## config.mk

```make
export PLATFORM = sky130hd
export DESIGN_NAME = serial_adder_ctrl
export DESIGN_NICKNAME = d
export VERILOG_FILES = /design/src/rtl/serial_adder_ctrl.sv
export SDC_FILE = /design/constraint.sdc
export NUM_CORES = 1
export LEC_CHECK = 0
export BUFFER_PORTS_ARGS = -buffer_cell sky130_fd_sc_hd__buf_4
export CORE_UTILIZATION = 39
export DETAILED_ROUTE_END_ITERATION = 8
export GPL_TIMING_DRIVEN = 0
export PLACE_DENSITY_LB_ADDON = 0.3
export SYNTH_ARGS = -nofsm -noshare
export SYNTH_HDL_FRONTEND = slang
export SYNTH_SLANG_ARGS = --single-unit
export TNS_END_PERCENT = 1
```

## constraint.sdc

```tcl
create_clock -name clk -period 1.3 [get_ports clk]
set_input_delay 0.065 -clock clk [delete_from_list [all_inputs] [get_ports clk]]
set_output_delay 0.065 -clock clk [all_outputs]
set_load 0.1 [all_outputs]
```

## src/rtl/serial_adder_ctrl.sv

```systemverilog
// serial_adder_ctrl: bit-serial a+b+cin over WIDTH cycles (in clk,rst,start,a,b,cin[,sub]; out busy,done,sum,cout); SERIAL_ADDER_SUB_EN adds sub port for a-b
module serial_adder_ctrl #(
  parameter int WIDTH = 8
) (
  input  logic             clk,
  input  logic             rst,
  input  logic             start,
  input  logic [WIDTH-1:0] a,
  input  logic [WIDTH-1:0] b,
  input  logic             cin,
`ifdef SERIAL_ADDER_SUB_EN
  input  logic             sub,
`endif
  output logic             busy,
  output logic             done,
  output logic [WIDTH-1:0] sum,
  output logic             cout
);
  localparam int CW = $clog2(WIDTH);
  localparam logic [1:0] IDLE = 2'd0;
  localparam logic [1:0] RUN  = 2'd1;
  localparam logic [1:0] DONE = 2'd2;
  localparam logic [CW-1:0] LAST = CW'(WIDTH - 1);
  logic [1:0]       state_q, state_d;
  logic [CW-1:0]    cnt_q, cnt_d;
  logic [WIDTH-1:0] sa_q, sa_d, sb_q, sb_d, sum_q, sum_d;
  logic             carry_q, carry_d, cout_q, cout_d;
  logic [WIDTH-1:0] b_ld;
  logic             c_ld, s, co, accept, step, last;
`ifdef SERIAL_ADDER_SUB_EN
  assign b_ld = sub ? ~b : b;
  assign c_ld = sub | cin;
`else
  assign b_ld = b;
  assign c_ld = cin;
`endif
  assign s      = sa_q[0] ^ sb_q[0] ^ carry_q;
  assign co     = (sa_q[0] & sb_q[0]) | (carry_q & (sa_q[0] ^ sb_q[0]));
  assign accept = (state_q == IDLE) && start;
  assign step   = (state_q == RUN);
  assign last   = step && (cnt_q == LAST);
  always_comb begin
    state_d = accept ? RUN : step ? (last ? DONE : RUN) : IDLE;
    cnt_d   = accept ? '0 : step ? cnt_q + 1'b1 : cnt_q;
    sa_d    = accept ? a : step ? sa_q >> 1 : sa_q;
    sb_d    = accept ? b_ld : step ? sb_q >> 1 : sb_q;
    carry_d = accept ? c_ld : step ? co : carry_q;
    sum_d   = accept ? '0 : step ? {s, sum_q[WIDTH-1:1]} : sum_q;
    cout_d  = accept ? 1'b0 : last ? co : cout_q;
  end
  always_ff @(posedge clk) begin
    if (rst) begin
      state_q <= IDLE;
      cnt_q   <= '0;
      sa_q    <= '0;
      sb_q    <= '0;
      carry_q <= 1'b0;
      sum_q   <= '0;
      cout_q  <= 1'b0;
    end else begin
      state_q <= state_d;
      cnt_q   <= cnt_d;
      sa_q    <= sa_d;
      sb_q    <= sb_d;
      carry_q <= carry_d;
      sum_q   <= sum_d;
      cout_q  <= cout_d;
    end
  end
  assign busy = (state_q == RUN) || (state_q == DONE);
  assign done = (state_q == DONE);
  assign sum  = sum_q;
  assign cout = cout_q;
endmodule

```

## Word level (Yosys, flattened, before mapping)

Index checks and enable logic that the tools add are counted.

| cells by class | value |
|---|---|
| $add $sub $neg | 1 |
| eq/ne operators | 3 |
| multiplexer cells | 9 |
| bitwise logic cells | 6 |
| reductions and logical operators | 7 |

Operators with widths:

| operator | number |
|---|---|
| $mux W8 | 4 |
| $mux W1 | 4 |
| $add A3 B1 Y3 const B | 1 |
| $eq A3 B3 Y1 const B | 1 |
| $reduce_or A3 Y1 | 1 |
| $and A1 B1 Y1 | 2 |
| $eq A2 B1 Y1 const B | 1 |
| $eq A2 B2 Y1 const B | 1 |
| $logic_and A1 B1 Y1 | 2 |
| $logic_not A2 Y1 | 1 |
| $mux W2 | 1 |
| $reduce_bool A2 Y1 | 1 |
| $reduce_or A2 Y1 | 1 |
| $xor A1 B1 Y1 | 2 |
| $logic_or A1 B1 Y1 | 1 |
| $not A1 Y1 | 1 |
| $or A1 B1 Y1 | 1 |

| storage, ports and cells | value |
|---|---|
| flip-flop bits (word level) | 31 |
| input port bits | 20 |
| output and inout port bits | 11 |
| logic and storage cells | 34 |

## Longest topological paths before layout

| depth | value |
|---|---|
| depth after elaboration | 5 |
| gate-level depth with buffers | 6 |
| gate-level depth less buffers | 5 |

## Worst setup path after synthesis

No wires, ideal clock.

| path | value |
|---|---|
| kind | flip-flop to output port |
| from | register state_q[0] |
| to | output busy |
| arrival time | 1.229 ns |
| data required time | 1.235 ns |
| slack | 0.006 ns |
| stages on the path, launching flop included | 3 |
| buffers on the path | 0 |
| cells stage by stage | dfxtp_1 -> inv_1 -> ha_1 |

| between the ends | value |
|---|---|
| word-level cells in the longest chain between the ends | 2 |
| elaborated cells between the ends (all ways) | 3 |

RTL lines:

| what | line | text |
|---|---|---|
| from (decl) | 24 | `logic [1:0] state_q, state_d;` |
| from (signal assigned) | 61 | `state_q <= state_d;` |
| $eq A2 B1 Y1 / $eq A2 B2 Y1 (equally long branches) | 70 | `assign busy = (state_q == RUN) \|\| (state_q == DONE);` |
| $logic_or A1 B1 Y1 (*) | 70 |  |
| to (decl) | 14 | `output logic busy,` |

Every way passes the cells marked *; elsewhere a longest branch is shown, timed or not.

## Worst setup path after layout

| path | value |
|---|---|
| from | register state_q[1] |
| to | register carry_q |

| between the ends | value |
|---|---|
| word-level cells in the longest chain between the ends | 3 |
| elaborated cells between the ends (all ways) | 5 |

RTL lines:

| what | line | text |
|---|---|---|
| $logic_not A2 Y1 | 39 | `assign accept = (state_q == IDLE) && start;` |
| $logic_and A1 B1 Y1 | 39 |  |
| $mux W1 / $reduce_bool A2 Y1 (equally long branches) | -- |  |
| to (signal assigned) | 65 | `carry_q <= carry_d;` |
| to (decl) | 27 | `logic carry_q, carry_d, cout_q, cout_d;` |

Parallel ways exist; a longest one is shown, timed or not.
A chain may end at the register's enable or synchronous reset.

==> implementation parameters <==
Parameter                              Value

Global route
  Overall track demand over capacity in global routing ... 0.160
  Congestion Overflow GR ... 0
  GR met2 Demand/Resource ... 0.251
  GRT met1 Usage ... 0.196
  Number of global-route vias before repair ... roughly 1000
  Global-route wire length before repair ... ~4.2 mm
  Number of antenna violations at the first check in global routing ... 0
  Largest net degree at the start of global routing ... 11
  GR Util met3 ... 0.0448
  Most heavily used metal layer in global routing ... met2

Pwr
  P_leak ... 0.000763 uW
  PwrDens ... 1080 mW/mm2
  Worst vdd rail ir drop ... 0.493 mV
  Overall power of the completed layout ... ~2000 uW

Place
  Weighted congestion at the end of routability-driven global placement ... slightly below 0.8
  Place WS ... -0.201 ns
  Port bufs ... 29
  HPWL Detailed ... ~1.8 mm

Clock tree
  Cell chosen for the clock root ... clkbuf_4
  Clock Tree Buf Depth ... 2
  Inserted Clock Buffers ... 5
  Number of clock sinks seen by CTS ... 31
  Reg clk slew, reported paths ... ~0.090 ns
  TritonCTS clock tree ... done
  Deepest level of the CTS H-tree ... 2
  Source-to-sink clock delay at the later pin of the worst-skew pair ... about 0.33 ns

Critical path
  Critical Path Max Stage Delay ... 0.34 ns
  Endpoint type of the worst setup path ... flop
  Worst-path cell chain ... inv_2 > ha_1 > buf_6 > buf_4 > mux2i_1 > a211oi_1
  Slowest cell on the critical path ... dfxtp_2
  Worst r2r path cells ... 6
  Worst-path maximum fanout ... 5
  Classification of the worst setup path ... reg2reg
  Arr. time, crit path ... 1.52 ns
  Req. time, crit path ... 1.55 ns
  Startpoint types ... flop

Logic synthesis
  Net count after synthesis ... 160
  Post-Synthesis Cell Area ... ~0.0013 mm2
  Number of different library cells in the post-synthesis netlist ... 22
  Register bit total from synthesis ... 31
  Sequential-to-total area share from yosys stat ... 0.461
  Post-Syn Area per Cell ... approximately 10 um2
  Synth warn ... 0
  Post-synthesis cell count ... 133

Final layout
  Fraction of final layout cells with drive strength greater than 1 ... 0.314
  Synth-to-layout area growth ... 34.5%
  Most common cell after layout, fill and taps aside ... buf_4
  FILL cells ... about 300
  Net count of the finished layout ... ~200
  Flip-flop and latch area ... approximately 620 um2
  Commonest cells after routing, fill and taps aside ... buf_4, dfxtp_1, nor2_1, mux2i_1, a211oi_1
  Utilization after layout ... 0.574
  Multi-input gate area in the final layout ... 679 um2
  Antenna diode count ... 0

Detailed routing
  Iter 0 DRT Violations ... 36
  Detail-routed net length per standard cell ... roughly 12 um
  Final routed DRC violation total ... 0
  Count of nets left with antenna violations after detail routing ... 0
  Drt via density ... slightly below 5
  Routed vias ... about 1100
  First drt pass iteration count ... 4
  Aggregate routed wire length ... between 2 and 3 mm

STA
  Setup violators final ... 0
  Headroom to the max-slew limit ... 0.722
  TNS Setup ... 0 ns
  Final period util ... 0.978
  Fin Clk Skew ... 0.00462 ns
  Final-report hold violation count ... 0
  Minimum clock period ... around 1.3 ns
  Max Transition Viols Final ... 0
  Worst Max-Slew Pin Slew ... roughly 0.42 ns
  Worst Setup Slack, final ... 0.0280 ns
  Unrepaired setup endpoints after global routing ... yes
  Peak clock frequency supported by timing ... 786 MHz

Floorplanning
  FP Rows ... 20
  I/O pin cnt ... 31
  Initial cell density of the core ... 0.427
  Die W ... 60.8 um
  Area of the die ... 0.00369 mm2
  Die H ... 60.8 um
  Std-Cell Core Area ... between 0.003 and 0.004 mm2

Run
  Max cap viols ... 0

Run status
  Outcome ... completed

Min path
  Cell depth of the worst hold path ... 3
  Worst hold path class ... in2reg
[critical path: cells and delay by family, from the launching register on]
family	cells	cell delay, ns
AO/OA/AOI/OAI	1	0.23
adder cells (fa/ha/maj)	1	0.18
buffers and inverters	3	0.32
flip-flops	1	0.34
multiplexers	1	0.12
[Yosys cell counts]
master	number	area share
a211oi_1	15	0.084
clkbuf_2	1	0.0037
a21oi_1	4	0.015
nand3b_1	2	0.011
ha_1	6	0.056
buf_4	1	0.0056
buf_12	1	0.015
nor2_1	27	0.075
or2b_1	1	0.0056
xnor2_1	1	0.0065
buf_1	1	0.0028
buf_6	1	0.0084
nand2_1	5	0.014
fa_1	1	0.015
clkbuf_1	1	0.0028
nand3_1	1	0.0037
buf_2	4	0.015
inv_1	2	0.0056
nand2b_1	1	0.0046
mux2i_1	25	0.19
dfxtp_1	31	0.46
and2_1	1	0.0046
[layout make-up]
cell class	instances	area share
multi-input combinational	90	0.375
inverter	2	0.00415
timing repair buffer	34	0.164
sequential	31	0.344
clock inverter	1	0.00276
tap	44	0.0304
buffer	10	0.0539
clock buffer	7	0.0249
[what timing repair did]
item                                    4_1_cts  5_1_grt
hold buffers                                  2        0
endpoints found under the setup margin       29       27
pin swaps                                     8        5
gates resized for setup                      12       14
setup buffers                                 0        3
hold endpoints to repair                      2        0
[per-stage QoR]
step	std cells	hold WS (ns)	cell area, um2
finish	219	0.0224	1810
global route	219	0.0127	1810
CTS	216	0.00806	1720
detailed placement	206	0.327	1620
global placement	206	0.312	1620
floorplan	133	0.201	1350
[logic make-up (layout without fill, tap and decap cells)]
group,count (synthesis),in the layout,share of synthesized area
fa+ha+maj,7,7,0.0706
buf+inv,12,54,0.0585
simple gates,38,38,0.119
compound gates,19,19,0.0985
mux,25,25,0.186
flops,31,31,0.461
xor+xnor,1,1,0.00651
[routing by layer]
layer	part of all wire	vias to the layer above
li1	-	541
met1	0.47	491
met2	0.46	24
met3	0.048	5
met4	0.022	0
met5	0	-
[registers in the layout (all words and copies together) (netlist names)]
register,flops
sb_q,8
carry_q,1
state_q,2
cnt_q,3
sa_q,8
sum,8
cout,1
[where the power goes]
group | switching [uW] | internal, uW | leakage, uW
logic | 189 | 203 | 0.000479
registers | 32.7 | 1000 | 0.000255
clock network | 316 | 210 | 0.0000293
[path summary, 6_finish.rpt]
path | start | to | slack, ns
max reg2reg | state_q[1] | carry_q | 0.03
min reg2reg | cout | cout | 0.47
max | state_q[1] | carry_q | 0.03
min | a[5] | sa_q[5] | 0.02
(Power assumes the default switching activity.)
